`src/rtl/ps2_key_mapper.sv`:
```
// PS/2 scan-code to KEY_PRESSED mapper for the player-direction block.
// Tracks E0/F0 prefixes, maps make codes, drops releases and stale prefixes.
module ps2_key_mapper #(
  parameter int unsigned TIMEOUT_CYCLES = 1000000,
  parameter logic [4:0]  IDLE_CODE      = 5'd31
) (
  input  logic       CLOCK_50,
  input  logic       reset,
  input  logic [7:0] ps2_byte,
  input  logic       ps2_byte_valid,
  output logic [4:0] KEY_PRESSED,
  output logic       key_valid,
  output logic       start_pressed,
  output logic       seq_error
);

  localparam int unsigned     CNT_W      = $clog2(TIMEOUT_CYCLES) + 1;
  localparam logic [CNT_W-1:0] CNT_LAST  = CNT_W'(TIMEOUT_CYCLES - 1);
  localparam logic [7:0]       B_E0      = 8'hE0;
  localparam logic [7:0]       B_F0      = 8'hF0;
  localparam logic [4:0]       START_CODE = 5'd16;

  typedef enum logic [1:0] {
    S_IDLE,
    S_GOT_E0,
    S_GOT_F0,
    S_GOT_E0F0
  } state_t;

  typedef struct packed {
    logic       hit;
    logic [4:0] code;
  } map_t;

  // Code = 4*player + dir, dir: 00 up, 01 down, 10 left, 11 right.
  function automatic map_t map_normal(input logic [7:0] b);
    map_t m;
    m.hit  = 1'b1;
    m.code = 5'd0;
    case (b)
      8'h1D:   m.code = 5'd0;
      8'h1B:   m.code = 5'd1;
      8'h1C:   m.code = 5'd2;
      8'h23:   m.code = 5'd3;
      8'h2C:   m.code = 5'd4;
      8'h34:   m.code = 5'd5;
      8'h2B:   m.code = 5'd6;
      8'h33:   m.code = 5'd7;
      8'h43:   m.code = 5'd8;
      8'h42:   m.code = 5'd9;
      8'h3B:   m.code = 5'd10;
      8'h4B:   m.code = 5'd11;
      8'h29:   m.code = START_CODE;
      default: m.hit  = 1'b0;
    endcase
    return m;
  endfunction

  function automatic map_t map_ext(input logic [7:0] b);
    map_t m;
    m.hit  = 1'b1;
    m.code = 5'd0;
    case (b)
      8'h75:   m.code = 5'd12;
      8'h72:   m.code = 5'd13;
      8'h6B:   m.code = 5'd14;
      8'h74:   m.code = 5'd15;
      default: m.hit  = 1'b0;
    endcase
    return m;
  endfunction

  state_t           state_q, state_d;
  logic [CNT_W-1:0] cnt_q;
  logic             is_e0, is_f0, timeout;
  map_t             nrm, ext;
  logic             load_d, err_d;
  logic [4:0]       code_d;

  assign is_e0 = (ps2_byte == B_E0);
  assign is_f0 = (ps2_byte == B_F0);
  assign nrm   = map_normal(ps2_byte);
  assign ext   = map_ext(ps2_byte);

  // A strobe in the expiry cycle takes priority over the timeout.
  assign timeout = (state_q != S_IDLE) && !ps2_byte_valid && (cnt_q == CNT_LAST);

  always_ff @(posedge CLOCK_50) begin
    if (reset) state_q <= S_IDLE;
    else       state_q <= state_d;
  end

  always_ff @(posedge CLOCK_50) begin
    if (reset || ps2_byte_valid || timeout || state_q == S_IDLE) cnt_q <= '0;
    else                                                          cnt_q <= cnt_q + 1'b1;
  end

  always_comb begin
    state_d = state_q;
    if (ps2_byte_valid) begin
      case (state_q)
        S_IDLE: begin
          if (is_e0)      state_d = S_GOT_E0;
          else if (is_f0) state_d = S_GOT_F0;
        end
        S_GOT_E0: begin
          if (is_f0)      state_d = S_GOT_E0F0;
          else if (is_e0) state_d = S_GOT_E0;
          else            state_d = S_IDLE;
        end
        default:          state_d = S_IDLE;
      endcase
    end else if (timeout) begin
      state_d = S_IDLE;
    end
  end

  always_comb begin
    load_d = 1'b0;
    code_d = nrm.code;
    err_d  = timeout;
    if (ps2_byte_valid) begin
      case (state_q)
        S_IDLE: begin
          load_d = nrm.hit;
          code_d = nrm.code;
        end
        S_GOT_E0: begin
          load_d = ext.hit;
          code_d = ext.code;
        end
        default: load_d = 1'b0;
      endcase
    end
  end

  always_ff @(posedge CLOCK_50) begin
    if (reset) begin
      KEY_PRESSED   <= IDLE_CODE;
      key_valid     <= 1'b0;
      start_pressed <= 1'b0;
      seq_error     <= 1'b0;
    end else begin
      key_valid     <= load_d;
      start_pressed <= load_d && (code_d == START_CODE);
      seq_error     <= err_d;
      if (load_d) KEY_PRESSED <= code_d;
    end
  end

endmodule

```
`config.mk`:
```
export PLATFORM = sky130hd
export DESIGN_NAME = ps2_key_mapper
export DESIGN_NICKNAME = d
export VERILOG_FILES = /design/src/rtl/ps2_key_mapper.sv
export SDC_FILE = /design/constraint.sdc
export NUM_CORES = 1
export LEC_CHECK = 0
export CORE_MARGIN = 5
export CORE_UTILIZATION = 35
export DETAILED_ROUTE_END_ITERATION = 10
export PLACE_DENSITY_LB_ADDON = 0.12
export SLEW_MARGIN = 20
export SYNTH_ARGS = -nofsm -noshare
export SYNTH_HDL_FRONTEND = slang
export SYNTH_SLANG_ARGS = --single-unit
```
`constraint.sdc`:
```
create_clock -name CLOCK_50 -period 4.26 [get_ports CLOCK_50]
set_clock_uncertainty 0.05 [all_clocks]
set_input_delay 0.639 -clock CLOCK_50 [delete_from_list [all_inputs] [get_ports CLOCK_50]]
set_output_delay 0.639 -clock CLOCK_50 [all_outputs]
set_load 0.01 [all_outputs]
```
==> impl_metrics.yaml <==
finish:
  nNetsFinal: 232
  multi_input_area_mm2: 0.00106
  drive_gt1_share_pct: 7.24
  ff_latch_area_um2: 621
  diodes: 0
  layout_common_cells: "35 x nor2_1, 31 x dfxtp_1, 18 x clkdlybuf4s50_1, 13 x nand2_1"
  fillers: 531
  postLayoutCellArea_mm2: 0.00205
  area_growth_pct: 14.8
  final_common_cell: "nor2_1"
clock_network:
  cts_sinks: 31
  cts_hold_buf: 0
  cts-root-buf: "clkbuf_8"
  clk_latency_ns: 0.28
  htreeDepth: 2
  clkTransAtPathRegs_ns: 0.06
  clk_path_buf_depth: 2
  cts_made_buffers: 5
  cts_tree: "built"
  ctsResizeCount: 0
  cts_setup_buffers: 0
critical_path:
  path_buf_inv: 1
  path_max_fanout: 9
  critPathArrivalTime_ns: 2.59
  cp-start-kind: "primary input"
  end_kind: "register"
  path_cells: "clkdlybuf4s50_1 -> nor3b_1 -> o2111ai_1 -> a31oi_1 -> o31ai_4 -> mux2i_1"
  slowest_stage: "clkdlybuf4s50_1"
  crit_family: "compound AO/OA/AOI/OAI gates"
  cp.required_ns: 4.36
  worstSetupPathType: "in -> reg"
  cp_slowest_stage_delay_ns: 0.66
power:
  powerDensity_mw_per_mm2: 274
  vdd_drop_max_mv: 0.123
  power_leakage_nw: 0.726
yosys:
  ys_types: 48
  synthFlopType: "dfxtp_1"
  synthArstFlopShare_pct: 0
  netlist_area_mm2: 0.00179
  syn_inst: 207
  yosysWarnings: 0
  ys_ff_latch: 31
  synth_edf_count: 0
  synthesis.nets: 219
  ys_seq_area_share_pct: 34.7
  avgSynthCellArea_um2: 8.63
route:
  final_antenna_net_count: 0
  wl_per_cell_um: 13.3
  vias: 1525
  avgViaCountPerCell: 5.24
  drtIter0Drc: 74
  drt_first_pass_iters: 5
  drc: 0
  wirelength_mm: 3.88
sta:
  slew_headroom_pct: 55.1
  worstMarginPinSlew_ns: 0.667
  period_share_pct: 58.6
  rsz0062_at_grt: "false"
  hold_viol_final: 0
  setup_viol: 0
  tns_ns: 0
  fin_crit_ns: 2.50
  drv_slew: 0
  fmax_mhz: 401
floorplan:
  start_util_pct: 35.4
  die_h_um: 81.5
  die-area_mm2: 0.00663
  pin_count: 19
  core_mm2: 0.00504
  fp-row-count: 26
  die_w_um: 81.5
place:
  dpl_cell_area_mm2: 0.00197
  hpwl_mm: 2.78
  gp_congestion: 0.794
  io_buffers: 18
global_route:
  track_usage_pct: 13.2
  grt_pass1_vias: 1454
  grt-ovfl-total: 0
  grt_max_degree: 21
  grt_first_pass_wirelength_mm: 6.83
  antenna_found_initial: 0
hold_path:
  hold_path_class: "reg -> reg"
status:
  status: "complete, no violations"
run:
  max_cap_viol_count: 0
[cells in the mapped netlist (2+ instances only)]
master / instances / area share (%)
nand4_1: 7 / 2.5
nand3_1: 10 / 2.8
nor4_1: 3 / 1.1
a211oi_1: 2 / 0.84
and3_2: 2 / 0.84
and3b_1: 2 / 0.98
nor4bb_1: 5 / 2.8
buf_2: 4 / 1.1
xor2_1: 11 / 5.4
clkbuf_1: 3 / 0.63
a21oi_1: 3 / 0.84
and3_1: 5 / 1.8
mux2i_1: 5 / 2.8
xnor2_1: 11 / 5.4
nand2_1: 13 / 2.7
a31oi_1: 4 / 1.4
dfxtp_1: 31 / 35
nor3_1: 7 / 2.0
nor3b_1: 7 / 2.9
buf_6: 2 / 1.3
nor2_1: 35 / 7.4
a41oi_1: 3 / 1.5
inv_1: 5 / 1.1
nor2b_1: 3 / 1.1
[sequential cells by signal, indices dropped and copies added, names as in the netlist]
signal / count
KEY_PRESSED: 5
state_q: 2
key_valid: 1
start_pressed: 1
seq_error: 1
cnt_q: 21
[power by group]
group	switching (mW)	leakage (nW)	internal, mW
Combinational	0.0288	0.433	0.0235
Clock	0.103	0.0422	0.114
Sequential	0.00131	0.250	0.292
[per-stage QoR]
| step | setup WS [ns] | utilization [%] | cells | total power [mW] | hold WS (ns) |
|---|---|---|---|---|---|
| final | 1.76 | 40.7 | 291 | 0.563 | 0.405 |
| after global routing | 1.54 | 40.7 | 291 | 0.592 | 0.440 |
| after CTS | 1.75 | 40.7 | 291 | 0.573 | 0.417 |
| after detailed placement | 1.44 | 39.1 | 283 | 0.352 | 0.405 |
| after global placement | 1.45 | 39.1 | 283 | 0.352 | 0.379 |
| after floorplan | 2.16 | - | 207 | 0.336 | 0.363 |
[cell type report]
cell class	count	share of cell area, %
clock buffers	7	3.72
clock inverters	1	0.244
well taps	70	4.27
repair buffers	18	8.78
multi-input cells	159	51.8
inverters	5	0.915
flip-flops and latches	31	30.2
[cell families (layout without fill, tap and decap cells)]
family	Yosys count	count (layout)	synth area share, %
AO/OA/AOI/OAI	22	22	10.2
buffers and inverters	17	31	5.74
multiplexers	5	5	2.80
flip-flops	31	31	34.7
XOR/XNOR	22	22	10.8
adder cells (fa/ha/maj)	1	1	0.700
AND/OR/NAND/NOR	109	109	35.0
[per-layer routing]
| metal | global-route usage (%) | part of all wire (%) | vias up |
|---|---|---|---|
| met3 | 3.62 | 4.1 | 7 |
| met5 | 0 | 0 | - |
| met2 | 19.7 | 45 | 27 |
| met1 | 17.9 | 49 | 721 |
| met4 | 5.24 | 1.6 | 0 |
| li1 | - | - | 770 |
[path summary, 6_finish.rpt]
path	start	endpoint	slack [ns]	cells past startpoint
setup / recovery	ps2_byte[1]	KEY_PRESSED[0]	1.76	6
hold / removal	cnt_q[0]	cnt_q[0]	0.41	1
setup reg to reg	cnt_q[13]	cnt_q[9]	2.03	5
hold reg to reg	cnt_q[0]	cnt_q[0]	0.41	1
Note: power is estimated with default switching activity, not from simulation.
